<file path="src/rtl/clock_meas_pkg.sv">
// Shared definitions for the clock period meter and its related blocks.
//
// Contents:
//   meas_state_t      - measurement FSM states (IDLE, ARMED, MEASURE)
//   DEFAULT_CNT_WIDTH - default width of the period / high-time counters
//   DEFAULT_TIMEOUT   - default number of in_clk cycles without a rising
//                       edge before a timeout is declared
package clock_meas_pkg;

  typedef enum logic [1:0] {
    IDLE    = 2'd0,
    ARMED   = 2'd1,
    MEASURE = 2'd2
  } meas_state_t;

  localparam int DEFAULT_CNT_WIDTH = 16;
  localparam int DEFAULT_TIMEOUT   = 4096;

endpackage

</file>
<file path="src/rtl/clock_period_meter_if.sv">
// Result handshake between the clock period meter and its consumer.
//
// Signals:
//   period_out   - measured period in in_clk cycles
//   high_out     - in_clk cycles the synchronised input was high in that period
//   result_valid - period_out / high_out hold a fresh result
//   result_ready - consumer takes the result when result_valid && result_ready
//
// Modports:
//   master - the meter (drives the result, observes ready)
//   slave  - the consumer (observes the result, drives ready)
interface clock_period_meter_if
  import clock_meas_pkg::*;
#(
  parameter int CNT_WIDTH = DEFAULT_CNT_WIDTH
);

  logic [CNT_WIDTH-1:0] period_out;
  logic [CNT_WIDTH-1:0] high_out;
  logic                 result_valid;
  logic                 result_ready;

  modport master (
    output period_out,
    output high_out,
    output result_valid,
    input  result_ready
  );

  modport slave (
    input  period_out,
    input  high_out,
    input  result_valid,
    output result_ready
  );

endinterface

</file>
<file path="src/rtl/sync_edge_detect.sv">
// Multi-flop synchroniser with rising-edge detection for a slow signal that
// is asynchronous to in_clk.
//
// Ports:
//   in_clk  - sampling clock
//   reset   - asynchronous, active-high reset (clears all flops)
//   meas_in - asynchronous input
//   s       - synchronised copy of meas_in (SYNC_STAGES cycles of latency)
//   rise    - high for one cycle when s goes from 0 to 1
module sync_edge_detect #(
  parameter int SYNC_STAGES = 2
) (
  input  logic in_clk,
  input  logic reset,
  input  logic meas_in,
  output logic s,
  output logic rise
);

  logic [SYNC_STAGES-1:0] sync_q;
  logic                   prev;

  // Shift chain: meas_in enters at bit 0, the settled value leaves at the
  // top bit. prev holds the settled value from one cycle earlier.
  always_ff @(posedge in_clk or posedge reset) begin
    if (reset) begin
      sync_q <= '0;
      prev   <= 1'b0;
    end else begin
      sync_q <= {sync_q[SYNC_STAGES-2:0], meas_in};
      prev   <= sync_q[SYNC_STAGES-1];
    end
  end

  assign s    = sync_q[SYNC_STAGES-1];
  assign rise = s & ~prev;

endmodule

</file>
<file path="src/rtl/clock_period_meter.sv">
// Measures the period and high time of a slow, possibly asynchronous
// clock-like signal in units of in_clk cycles and hands each result out
// over a valid/ready interface.
//
// Ports:
//   in_clk  - system clock
//   reset   - asynchronous, active-high reset
//   enable  - 1 = measure; 0 = abort and return to IDLE
//   meas_in - signal under measurement (asynchronous)
//   res     - result handshake (period_out, high_out, result_valid out;
//             result_ready in)
//   timeout - one-cycle pulse when TIMEOUT cycles pass with no rising edge
//   overrun - sticky; a result was produced while the previous one was
//             still unconsumed (cleared by reset or by dropping enable)
module clock_period_meter
  import clock_meas_pkg::*;
#(
  parameter int CNT_WIDTH   = DEFAULT_CNT_WIDTH,
  parameter int SYNC_STAGES = 2,
  parameter int TIMEOUT     = DEFAULT_TIMEOUT
) (
  input  logic                  in_clk,
  input  logic                  reset,
  input  logic                  enable,
  input  logic                  meas_in,
  clock_period_meter_if.master  res,
  output logic                  timeout,
  output logic                  overrun
);

  localparam logic [CNT_WIDTH-1:0] TIMEOUT_CNT = CNT_WIDTH'(TIMEOUT);
  localparam logic [CNT_WIDTH-1:0] ONE         = CNT_WIDTH'(1);

  meas_state_t          state;
  logic [CNT_WIDTH-1:0] cnt;
  logic [CNT_WIDTH-1:0] hcnt;
  logic [CNT_WIDTH-1:0] s_ext;
  logic                 s;
  logic                 rise;
  logic                 capture;

  sync_edge_detect #(
    .SYNC_STAGES (SYNC_STAGES)
  ) u_sync (
    .in_clk  (in_clk),
    .reset   (reset),
    .meas_in (meas_in),
    .s       (s),
    .rise    (rise)
  );

  assign s_ext   = {{(CNT_WIDTH-1){1'b0}}, s};

  // A period completes on every rise seen while measuring; the rise that
  // first leaves ARMED only starts the count.
  assign capture = (state == MEASURE) && rise;

  // Measurement FSM plus result register. The rising edge itself is counted
  // as cycle 1 of the new period (and as a high cycle), so a signal toggling
  // every in_clk reads period 2 / high 1. A rise always wins over the
  // timeout threshold, which keeps cnt bounded by TIMEOUT.
  always_ff @(posedge in_clk or posedge reset) begin
    if (reset) begin
      state            <= IDLE;
      cnt              <= '0;
      hcnt             <= '0;
      timeout          <= 1'b0;
      overrun          <= 1'b0;
      res.period_out   <= '0;
      res.high_out     <= '0;
      res.result_valid <= 1'b0;
    end else if (!enable) begin
      state            <= IDLE;
      cnt              <= '0;
      hcnt             <= '0;
      timeout          <= 1'b0;
      overrun          <= 1'b0;
      res.result_valid <= 1'b0;
    end else begin
      timeout <= 1'b0;

      case (state)
        IDLE: begin
          cnt   <= '0;
          hcnt  <= '0;
          state <= ARMED;
        end

        ARMED: begin
          if (rise) begin
            cnt   <= ONE;
            hcnt  <= ONE;
            state <= MEASURE;
          end else if (cnt == TIMEOUT_CNT) begin
            timeout <= 1'b1;
            cnt     <= '0;
          end else begin
            cnt <= cnt + ONE;
          end
        end

        MEASURE: begin
          if (rise) begin
            cnt  <= ONE;
            hcnt <= ONE;
          end else if (cnt == TIMEOUT_CNT) begin
            timeout <= 1'b1;
            cnt     <= '0;
            hcnt    <= '0;
            state   <= ARMED;
          end else begin
            cnt  <= cnt + ONE;
            hcnt <= hcnt + s_ext;
          end
        end

        default: begin
          cnt   <= '0;
          hcnt  <= '0;
          state <= IDLE;
        end
      endcase

      // A new result may replace one that is being consumed this very cycle;
      // otherwise an unconsumed result is kept and the loss is flagged.
      if (capture) begin
        if (!res.result_valid || res.result_ready) begin
          res.period_out   <= cnt;
          res.high_out     <= hcnt;
          res.result_valid <= 1'b1;
        end else begin
          overrun <= 1'b1;
        end
      end else if (res.result_valid && res.result_ready) begin
        res.result_valid <= 1'b0;
      end
    end
  end

endmodule

</file>
<file path="src/flat_wrapper.sv">
// flat-port wrapper written by rule: the top's interface ports become plain ports
module clock_period_meter_flat import clock_meas_pkg::*;
#(
  parameter int CNT_WIDTH   = DEFAULT_CNT_WIDTH,
  parameter int SYNC_STAGES = 2,
  parameter int TIMEOUT     = DEFAULT_TIMEOUT
)
  (in_clk, reset, enable, meas_in, timeout, overrun, res_period_out, res_high_out, res_result_valid, res_result_ready);
  clock_period_meter_if #(.CNT_WIDTH(CNT_WIDTH)) res_i ();
  input  logic in_clk;
  input  logic reset;
  input  logic enable;
  input  logic meas_in;
  output logic timeout;
  output logic overrun;
  output wire logic [$bits(res_i.period_out)-1:0] res_period_out;
  output wire logic [$bits(res_i.high_out)-1:0] res_high_out;
  output wire logic [$bits(res_i.result_valid)-1:0] res_result_valid;
  input wire logic [$bits(res_i.result_ready)-1:0] res_result_ready;
  assign res_period_out = res_i.period_out;
  assign res_high_out = res_i.high_out;
  assign res_result_valid = res_i.result_valid;
  assign res_i.result_ready = res_result_ready;
  clock_period_meter #(.CNT_WIDTH(CNT_WIDTH), .SYNC_STAGES(SYNC_STAGES), .TIMEOUT(TIMEOUT)) u_core (.in_clk(in_clk), .reset(reset), .enable(enable), .meas_in(meas_in), .res(res_i), .timeout(timeout), .overrun(overrun));
endmodule
</file>
<file path="config.mk">
export PLATFORM = sky130hd
export DESIGN_NAME = clock_period_meter_flat
export DESIGN_NICKNAME = d
export VERILOG_FILES = /design/src/rtl/clock_meas_pkg.sv /design/src/rtl/clock_period_meter_if.sv /design/src/rtl/sync_edge_detect.sv /design/src/rtl/clock_period_meter.sv /design/src/flat_wrapper.sv
export SDC_FILE = /design/constraint.sdc
export NUM_CORES = 1
export LEC_CHECK = 0
export BUFFER_PORTS_ARGS = -buffer_cell sky130_fd_sc_hd__buf_2
export CAP_MARGIN = 20
export CORE_ASPECT_RATIO = 0.7
export CORE_UTILIZATION = 55
export DETAILED_ROUTE_END_ITERATION = 10
export PLACE_DENSITY = 0.86
export SLEW_MARGIN = 25
export SYNTH_ARGS = -nofsm -noshare
export SYNTH_HDL_FRONTEND = slang
export SYNTH_HIERARCHICAL = 1
export SYNTH_SLANG_ARGS = --single-unit
</file>
<file path="constraint.sdc">
create_clock -name in_clk -period 3.2 [get_ports in_clk]
set_input_delay 0.48 -clock in_clk [delete_from_list [all_inputs] [get_ports in_clk]]
set_output_delay 0.48 -clock in_clk [all_outputs]
set_load 0.005 [all_outputs]
</file>
======== Yosys cells after proc, flatten, opt, wreduce, memory -nomap -nowiden ========
Cells that the tools add are included.
cells by class
  bitwise logic cells ..................... 2
  reductions and logical operators ........ 10
  eq/ne operators ......................... 10
  multiplexer cells ....................... 25
  add/subtract/negate cells ............... 2
operators by type and width
  kind                                                    number
  2-to-1 mux 16 bit                                       8
  one-hot mux 16 bit (2 select lines)                     1
  adder 16 x 1 -> 16 bit                                  1
  adder 16 x 1 -> 16 bit (second input constant)          1
  equality test 16 x 13 -> 1 bit (second input constant)  1
  2-to-1 mux 1 bit                                        11
  != test 3 bit (second input constant)                   3
  2-to-1 mux 2 bit                                        4
  one-hot mux 2 bit (3 select lines)                      1
  AND reduction 3 bit                                     2
  AND reduction 2 bit                                     2
  != test 3 x 1 -> 1 bit (second input constant)          1
  != test 3 x 2 -> 1 bit (second input constant)          1
  equality test 2 x 1 -> 1 bit (second input constant)    1
  equality test 2 bit (second input constant)             1
  logical AND 1 bit                                       2
  logical NOT 2 bit                                       1
  != test 2 x 1 -> 1 bit (second input constant)          1
  != test 2 bit (second input constant)                   1
  OR reduction 2 bit                                      1
  bitwise AND 1 bit                                       1
  logical NOT 1 bit                                       1
  logical OR 1 bit                                        1
  NOT 1 bit                                               1
word-level totals
  bits of input ports ..................... 5
  word-level logic and storage cells ...... 59
  output and inout bits ................... 35
  bits in registers ....................... 72

======== Depth between registers and ports, before layout ========
Gate-level depths: netlist of run 1.
  depth in word-level cells ............... 5
  depth in mapped cells ................... 8
  depth with buffers taken out ............ 6

======== Hierarchy ========
Netlist of run 1, hierarchy kept.
by module, submodules not included
  module              seq. area each (µm²)  instances  area an instance (µm²)  cells each
  clock_period_meter  1726.7                1          3173.0                  282
  sync_edge_detect    75.1                  1          92.6                    5

======== Least setup slack after synthesis of run 1 ========
OpenSTA, ideal clock, no wires.
  kind .................................... input to register
  start point ............................. input enable
  end point ............................... register u_core.hcnt[14]
  library setup time ...................... 0.079 ns
  path buffers ............................ 3
  arrival time ............................ 2.111 ns
  path slack .............................. 1.009 ns
  required time ........................... 3.121 ns
  cell stages on the path ................. 7
  cells stage by stage .................... buf_2 -> and3b_1 -> buf_6 -> or4_1 -> buf_2 -> or4_1 -> a21oi_1
on the way
  word-level cells in the longest chain between the ends .. 1
  elaborated cells between the ends (all ways) .. 2
  those cells by class .................... eq/ne: 1; mux: 1
RTL lines
  element                                                                              RTL line                   source
  from (decl)                                                                          flat_wrapper.sv:12         input logic enable;
  != test 3 x 2 -> 1 bit (no source line) / 2-to-1 mux 16 bit (equally long branches)  --
  to (signal assigned)                                                                 clock_period_meter.sv:113  hcnt <= hcnt + s_ext;
  to (decl)                                                                            clock_period_meter.sv:36   logic [CNT_WIDTH-1:0] hcnt;
Parallel ways exist; a longest one is shown, timed or not.
A chain may end at the register's enable or synchronous reset.

======== Worst setup path after layout of run 1 ========
  start point ............................. register u_core.cnt[11]
  end point ............................... register u_core.hcnt[6]
on the way
  word-level cells in the longest chain between the ends .. 5
RTL lines
  element                              RTL line                   source
  from (decl)                          clock_period_meter.sv:35   logic [CNT_WIDTH-1:0] cnt;
  from (signal assigned)               clock_period_meter.sv:98   cnt <= cnt + ONE;
  from (signal assigned)               clock_period_meter.sv:112  cnt <= cnt + ONE;
  equality test 16 x 13 -> 1 bit       clock_period_meter.sv:106  end else if (cnt == TIMEOUT_CNT) begin
  2-to-1 mux 16 bit                    clock_period_meter.sv:106
  2-to-1 mux 16 bit                    clock_period_meter.sv:103  if (rise) begin
  one-hot mux 16 bit (2 select lines)  clock_period_meter.sv:82   case (state)
  2-to-1 mux 16 bit                    clock_period_meter.sv:72   end else if (!enable) begin
No other way between the ends.

==> results of run 1 <==
[cells by family after synthesis]
family	count (synthesis)	share of synthesized area (%)
AO/OA/AOI/OAI	40	7.82
XOR/XNOR	14	3.75
adder cells (fa/ha/maj)	8	3.07
buffers and inverters	22	2.84
flip-flops	72	55.2
multiplexers	33	11.3
AND/OR/NAND/NOR	98	16.0
[metrics by stage]
stage          instances  total power (µW)  hold slack [ps]  util (%)
6_report             410              2050              242      65.6
5_1_grt              410              2150              228      65.6
4_1_cts              410              2060              226      65.6
3_5_place_dp         393              1270              340      61.6
3_3_place_gp         393              1250              332      61.6
2_1_floorplan        287              1200              234         -
[area by class of cell]
class / instances / area, µm² / area share [%]
Inverter: 11 / 41.3 / 1.10
Clock buffer: 11 / 141 / 3.76
Multi-Input combinational cell: 193 / 1370 / 36.5
Timing Repair Buffer: 43 / 228 / 6.06
Tap cell: 75 / 93.8 / 2.50
Clock inverter: 5 / 80.1 / 2.13
Sequential cell: 72 / 1800 / 48.0
[state kept, by name (all words and copies together), names as in the netlist]
register                 count
u_core/cnt                  16
u_core/hcnt                 16
u_core/res.high_out         16
u_core/res.period_out       16
u_core/state                 2
u_core/u_sync/sync_q         2
u_core/overrun               1
u_core/res.result_valid      1
u_core/timeout               1
u_core/u_sync/prev           1
[synthesized netlist by cell type, types with 2 or more instances]
master                     number  area (µm²)
sky130_fd_sc_hd__xor2_1         6        52.6
sky130_fd_sc_hd__buf_1          3        11.3
sky130_fd_sc_hd__o31ai_1        2        15.0
sky130_fd_sc_hd__o21ai_0        6        30.0
sky130_fd_sc_hd__o21a_1         2        15.0
sky130_fd_sc_hd__ha_1           8         100
sky130_fd_sc_hd__a31oi_1        9        56.3
sky130_fd_sc_hd__mux2_2        32         360
sky130_fd_sc_hd__nand4_1        6        37.5
sky130_fd_sc_hd__nor3_1         5        25.0
sky130_fd_sc_hd__nor4_1         6        37.5
sky130_fd_sc_hd__a41oi_1        3        26.3
sky130_fd_sc_hd__nand3_1       11        55.1
sky130_fd_sc_hd__or3_1          7        43.8
sky130_fd_sc_hd__or4_1          6        45.0
sky130_fd_sc_hd__and2_1         2        12.5
sky130_fd_sc_hd__clkbuf_1       5        18.8
sky130_fd_sc_hd__nor2_1        22        82.6
sky130_fd_sc_hd__nand3b_1       3        22.5
sky130_fd_sc_hd__and3_1         3        18.8
sky130_fd_sc_hd__a211oi_1       2        15.0
sky130_fd_sc_hd__nand2_1       19        71.3
sky130_fd_sc_hd__a21oi_1       10        50.1
sky130_fd_sc_hd__inv_1         11        41.3
sky130_fd_sc_hd__dfrtp_1       72        1800
sky130_fd_sc_hd__buf_2          2        10.0
sky130_fd_sc_hd__xnor2_1        8        70.1
[per-layer routing]
layer  track usage [%]  vias up  share of wire, %
li1                  -     1119                 -
met3              6.28       26               6.8
met1              33.2     1188                45
met5                 0        -                 0
met2              37.8      119                46
met4              11.3        0               2.6
[where the power goes]
group / total [µW] / switching, µW / internal [µW]
combinational: 278 / 183 / 94.5
sequential: 979 / 34.5 / 944
clock: 790 / 332 / 459
total: 2050 / 549 / 1500
[worst paths after layout]
path                                                        to  slack, ps  cells past startpoint
setup / recovery                    u_core/hcnt[6]$_DFFE_PP0P_        820                      4
hold reg to reg              u_core/u_sync/sync_q[1]$_DFF_PP0_        350                      0
min in group asynchronous    u_core/u_sync/sync_q[0]$_DFF_PP0_        560                      3
max in group asynchronous  u_core/res.high_out[13]$_DFFE_PP0P_       1680                      4
hold / removal               u_core/u_sync/sync_q[0]$_DFF_PP0_        240                      1
setup reg to reg                    u_core/hcnt[6]$_DFFE_PP0P_        820                      4
[repair_timing]
action                                  CTS  global route
endpoints found under the hold margin     3             0
hold buffers                              1             0
endpoints found under the setup margin    0             0
==> out/qor.json, run 1 <==
{
  "critical_path": {
    "crit_path_top_delay_cell": "sky130_fd_sc_hd__a21oi_1",
    "timing.critical_path.from": "u_core/cnt[11]$_DFF_PP0_",
    "cp_max_fo": 11,
    "critical-path-max-stage-delay_ps": 700,
    "timing.critical_path.cells": "nor4_1, a41oi_1, a21oi_1, nor2_1",
    "critPathArrivalTime_ps": 2580,
    "crit_path_start_kind": "flop",
    "worst_path_buf_inv": 0,
    "critical-path-top-delay-family": "compound AO/OA/AOI/OAI gates",
    "timing.critical_path.required_ps": 3400,
    "path_class": "flop to flop",
    "critical_path.reg2reg.startpoint": "u_core/cnt[11]$_DFF_PP0_",
    "critical_path.endpoint_type": "flop"
  },
  "routing": {
    "drc": 0,
    "vias": 2452,
    "route.antenna.remaining_nets": 0,
    "wl_mm": 6.87,
    "first_iter_violations": 274,
    "detailedRoute.firstPassIterationCount": 5,
    "wl_per_cell_um": 16.8,
    "post_drt_via_cell_ratio": 5.98
  },
  "flow_run": {
    "maxCapViolations": 0
  },
  "sta": {
    "fin_skew_ps": 9.48,
    "report.final.setup_viol": 0,
    "fin_crit_ps": 2380,
    "max_freq_mhz": 421,
    "max-slew-margin-rel_pct": 41.9,
    "timing.setup.tns_ps": 0,
    "final_min_period_over_clock_period_pct": 74.3,
    "timing.final.max_slew_violations": 0,
    "final-hold-violation-count": 0,
    "setup_slack_ps": 823,
    "tightestPinTransition_ps": 871,
    "grt_setup_unrepaired": "no"
  },
  "floorplan": {
    "die-area_um2": 6250,
    "core_outline_area_um2": 5730,
    "pin_count": 40,
    "placement_rows": 23,
    "die_h_um": 66.5,
    "die_width_um": 94.1,
    "start_util_pct": 57.0
  },
  "cts": {
    "cts-resized-gates": 0,
    "tritoncts": "built",
    "sinks_on_clock_net": 72,
    "cts_max_path_buffers": 2,
    "clk-insertion-delay-late_ps": 350,
    "tritoncts.num_buffers": 9,
    "htreeDepth": 3,
    "cts_setup_buffers": 0,
    "cts_root_buf": "sky130_fd_sc_hd__clkbuf_8",
    "clock_transition_at_the_register_clock_pins_on_the_worst_setup_and_hold_paths_after_cts_ps": 80
  },
  "yosys": {
    "ys.flop_type": "sky130_fd_sc_hd__dfrtp_1",
    "synthArstFlopShare_pct": 100,
    "syn_area_per_cell_um2": 11.4,
    "synth_fp_nets": 300,
    "synthCells": 287,
    "synth-edff-count": 0,
    "yosysUniqueCellTypes": 43,
    "number_of_synthesized_register_bits": 72,
    "synth-seq-area-share_pct": 55.2,
    "yosysWarnings": 6,
    "netlist_area_um2": 3270
  },
  "finish": {
    "antenna_cells": 0,
    "nets": 343,
    "syn2layout_area_growth_pct": 15.1,
    "layout_commonest_cell": "sky130_fd_sc_hd__dfrtp_1",
    "leading_cell_types_in_the_layout_fill_and_taps_excluded": "sky130_fd_sc_hd__dfrtp_1, sky130_fd_sc_hd__buf_2, sky130_fd_sc_hd__mux2_2, sky130_fd_sc_hd__nor2_1, sky130_fd_sc_hd__nand2_1",
    "stdcell_area_um2": 3760,
    "drive_gt1_share_pct": 27.2,
    "nFillCells": 434
  },
  "grt": {
    "via_count_of_the_first_global_routing_pass": 2302,
    "first_pass_grt_wire_length_mm": 11.4,
    "grt.total_usage_pct": 24.7,
    "grt_max_degree": 70,
    "grt_antenna_before_repair": 0,
    "grt-ovfl-total": 0
  },
  "pwr": {
    "power.static_leakage_uw": 0.00177,
    "power_density_nw_per_um2": 545,
    "vdd_drop_max_mv": 0.328
  },
  "place": {
    "finalWeightedCongestion": 0.878,
    "pre_cts_ws_ps": 891,
    "post_dp_cell_area_um2": 3530,
    "dp_hpwl_mm": 4.47,
    "port_buffers": 39
  },
  "min_path": {
    "hold_path_startpoint": "meas_in",
    "worstHoldPathType": "primary input to flop"
  },
  "outcome": {
    "run_status": "completed"
  }
}
Power figures use the tool's default switching activity.
==> inputs of run 2 (changes only) <==
--- a/config.mk
+++ b/config.mk
@@ -8,9 +8,9 @@
 export BUFFER_PORTS_ARGS = -buffer_cell sky130_fd_sc_hd__buf_2
 export CAP_MARGIN = 20
 export CORE_ASPECT_RATIO = 0.7
-export CORE_UTILIZATION = 55
+export CORE_UTILIZATION = 52
 export DETAILED_ROUTE_END_ITERATION = 10
-export PLACE_DENSITY = 0.86
+export PLACE_DENSITY = 0.85
 export SLEW_MARGIN = 25
 export SYNTH_ARGS = -nofsm -noshare
 export SYNTH_HDL_FRONTEND = slang
==> constraint.sdc (replaced) <==
create_clock -name in_clk -period 2 [get_ports in_clk]
set_input_delay 0.3 -clock in_clk [delete_from_list [all_inputs] [get_ports in_clk]]
set_output_delay 0.3 -clock in_clk [all_outputs]
set_load 0.005 [all_outputs]
==> out/qor.json, run 2 (synthesized netlist as in run 1, its figures left out) <==
{
  "outcome": {
    "run_status": "completed"
  },
  "finish": {
    "nFillCells": {"value": 427, "change": "-1.6%"},
    "layout_commonest_cell": "sky130_fd_sc_hd__dfrtp_1",
    "syn2layout_area_growth_pct": 22.3,
    "multi_input_logic_area": {"value": 1410, "unit": "µm²", "change": "+3.1%"},
    "leading_cell_types_in_the_layout_fill_and_taps_excluded": "sky130_fd_sc_hd__dfrtp_1, sky130_fd_sc_hd__buf_2, sky130_fd_sc_hd__mux2_2, sky130_fd_sc_hd__buf_4, sky130_fd_sc_hd__nor2_1",
    "antenna_cells": {"value": 0, "change": "unchanged"},
    "drive_gt1_share": {"value": 35.2, "unit": "%", "change": "+8.0 points"},
    "nets": {"value": 372, "change": "+8.5%"},
    "finish.cell_count_without_fillers": {"value": 439, "change": "+7.1%"},
    "seq_area": {"value": 1800, "unit": "µm²", "change": "unchanged"}
  },
  "critical_path": {
    "critical_path.endpoint_type": "flop",
    "rr_worst_depth": {"value": 6, "change": "+2"},
    "crit_path_start_kind": "flop",
    "path_class": "flop to flop",
    "cp_max_fo": {"value": 5, "change": "-6"},
    "timing.critical_path.required": {"value": 2290, "unit": "ps", "change": "-1110 ps"},
    "critPathArrivalTime": {"value": 2280, "unit": "ps", "change": "-300 ps"}
  },
  "cts": {
    "tritoncts.num_buffers": {"value": 9, "change": "unchanged"},
    "htreeDepth": {"value": 3, "change": "unchanged"},
    "sinks_on_clock_net": {"value": 72, "change": "unchanged"},
    "tritoncts": "built",
    "cts_root_buf": "sky130_fd_sc_hd__clkbuf_8",
    "clk-insertion-delay-late": {"value": 350, "unit": "ps", "change": "about the same"},
    "cts_max_path_buffers": {"value": 2, "change": "unchanged"},
    "clock_transition_at_the_register_clock_pins_on_the_worst_setup_and_hold_paths_after_cts": {"value": 80, "unit": "ps", "change": "about the same"}
  },
  "pwr": {
    "power_density": {"value": 789, "unit": "nW/µm²", "change": "+45%"},
    "vdd_drop_max": {"value": 0.494, "unit": "mV", "change": "+51%"},
    "power.static_leakage": {"value": 0.00190, "unit": "µW", "change": "+7.5%"}
  },
  "floorplan": {
    "placement_rows": {"value": 23, "change": "unchanged"},
    "start_util": {"value": 55.4, "unit": "%", "change": "-1.7 points"},
    "core_outline_area": {"value": 5900, "unit": "µm²", "change": "+3.0%"},
    "die-area": {"value": 6610, "unit": "µm²", "change": "+5.6%"},
    "die_width": {"value": 96.7, "unit": "µm", "change": "+2.8%"},
    "die_h": {"value": 68.3, "unit": "µm", "change": "+2.8%"},
    "pin_count": {"value": 40, "change": "unchanged"}
  },
  "place": {
    "port_buffers": {"value": 39, "change": "unchanged"},
    "dp_hpwl": {"value": 5.09, "unit": "mm", "change": "+14%"},
    "finalWeightedCongestion": {"value": 0.860, "change": "-2.1%"},
    "place.detailed.instances": {"value": 419, "change": "+6.6%"}
  },
  "routing": {
    "topRoutingLayerUsed": "met4",
    "detailedRoute.firstPassIterationCount": {"value": 7, "change": "+2"},
    "vias": {"value": 2547, "change": "+3.9%"},
    "route.met2.wl": {"value": 3.60, "unit": "mm", "change": "+14%"},
    "wl_per_cell": {"value": 17.0, "unit": "µm", "change": "+1.4%"},
    "drc": {"value": 0, "change": "unchanged"},
    "first_iter_violations": {"value": 270, "change": "-1.5%"},
    "post_drt_via_cell_ratio": {"value": 5.80, "change": "-3.0%"},
    "wl_met1": {"value": 3.29, "unit": "mm", "change": "+7.6%"},
    "wl": {"value": 7.46, "unit": "mm", "change": "+8.5%"},
    "route.antenna.remaining_nets": {"value": 0, "change": "unchanged"},
    "route.met3.wl": {"value": 464, "unit": "µm", "change": "-0.64%"}
  },
  "sta": {
    "tightestPinTransition": {"value": 417, "unit": "ps", "change": "-454 ps"},
    "grt_setup_unrepaired": "yes",
    "timing.final.max_slew_violations": {"value": 0, "change": "unchanged"},
    "max_freq": {"value": 502, "unit": "MHz", "change": "+19%"},
    "fin_crit": {"value": 1990, "unit": "ps", "change": "-385 ps"},
    "fin_skew": {"value": 11.3, "unit": "ps", "change": "+1.86 ps"},
    "report.final.setup_viol": {"value": 0, "change": "unchanged"},
    "final_min_period_over_clock_period": {"value": 99.6, "unit": "%", "change": "+25 points"},
    "final-hold-violation-count": {"value": 0, "change": "unchanged"},
    "max-slew-margin-rel": {"value": 71.8, "unit": "%", "change": "+30 points"},
    "timing.setup.tns": {"value": 0, "unit": "ps", "change": "unchanged"}
  },
  "grt": {
    "grt.total_usage": {"value": 24.2, "unit": "%", "change": "-0.48 points"},
    "grt_max_degree": {"value": 65, "change": "-7.1%"},
    "first_pass_grt_wire_length": {"value": 12.1, "unit": "mm", "change": "+6.0%"},
    "via_count_of_the_first_global_routing_pass": {"value": 2524, "change": "+9.6%"},
    "grt_antenna_before_repair": {"value": 0, "change": "unchanged"},
    "grt-ovfl-total": {"value": 0, "change": "unchanged"}
  },
  "min_path": {
    "hold-path-cell-count": {"value": 1, "change": "unchanged"},
    "worstHoldPathType": "primary input to flop"
  },
  "flow_run": {
    "maxCapViolations": {"value": 0, "change": "unchanged"}
  }
}
[run 2: final timing paths]
check                                                       to  slack [ps]                               from
max                                u_core/hcnt[14]$_DFFE_PP0P_           8        u_core/state[1]$_DFFE_PP0P_
min                          u_core/u_sync/sync_q[0]$_DFF_PP0_          60                            meas_in
min in group asynchronous    u_core/u_sync/sync_q[0]$_DFF_PP0_         380                              reset
min reg2reg                  u_core/u_sync/sync_q[1]$_DFF_PP0_         350  u_core/u_sync/sync_q[0]$_DFF_PP0_
max reg2reg                        u_core/hcnt[14]$_DFFE_PP0P_           8        u_core/state[1]$_DFFE_PP0P_
max in group asynchronous  u_core/res.high_out[11]$_DFFE_PP0P_        1050                              reset
[run 2: per-stage QoR]
step / hold WS [ps] / total power [µW] / utilization [%] / setup WS [ps] / area (µm²)
detailed placement: 206 / 2120 / 63.7 / -37.6 / 3760
CTS: 40.3 / 3150 / 67.2 / 2.65 / 3970
global placement: 200 / 2100 / 63.7 / 55.8 / 3760
floorplan: 53.6 / 1920 / - / -99.7 / 3280
global route: 47.0 / 3290 / 67.7 / -44.5 / 4000
finish: 55.5 / 3150 / 67.7 / 8.13 / 4000
[run 2: routing by layer]
metal | vias to the layer above | GRT usage [%]
li1 | 1181 | -
met1 | 1255 | 31.7
met2 | 100 | 39.3
met3 | 11 | 5.41
met4 | 0 | 11.0
met5 | - | 0
[run 2: worst max-delay path, stage by stage, from the launching register on]
cell	delay [ps]
sky130_fd_sc_hd__dfrtp_1	370
sky130_fd_sc_hd__inv_2	70
sky130_fd_sc_hd__ha_4	170
sky130_fd_sc_hd__and3b_1	200
sky130_fd_sc_hd__or4_4	460
sky130_fd_sc_hd__or4_4	500
sky130_fd_sc_hd__a21oi_2	150
[run 2: report_power, final]
group          leakage (µW)  internal [µW]  switching, µW
sequential         0.000996           1510           49.7
combinational      0.000819            247            346
clock             0.0000834            481            515
[run 2: cell type report]
cell class	count	share of cell area, %
Clock inverter	3	0.438
Multi-Input combinational cell	193	35.4
Clock buffer	13	3.73
Timing Repair Buffer	72	11.9
Sequential cell	72	45.1
Tap cell	75	2.35
Inverter	11	1.13
[run 2: timing repair]
item	4_1_cts	5_1_grt
endpoints found under the setup margin	1	46
pin swaps	3	1
endpoints found under the hold margin	8	0
setup buffers	3	0
gates resized for setup	2	8
hold buffers	1	0
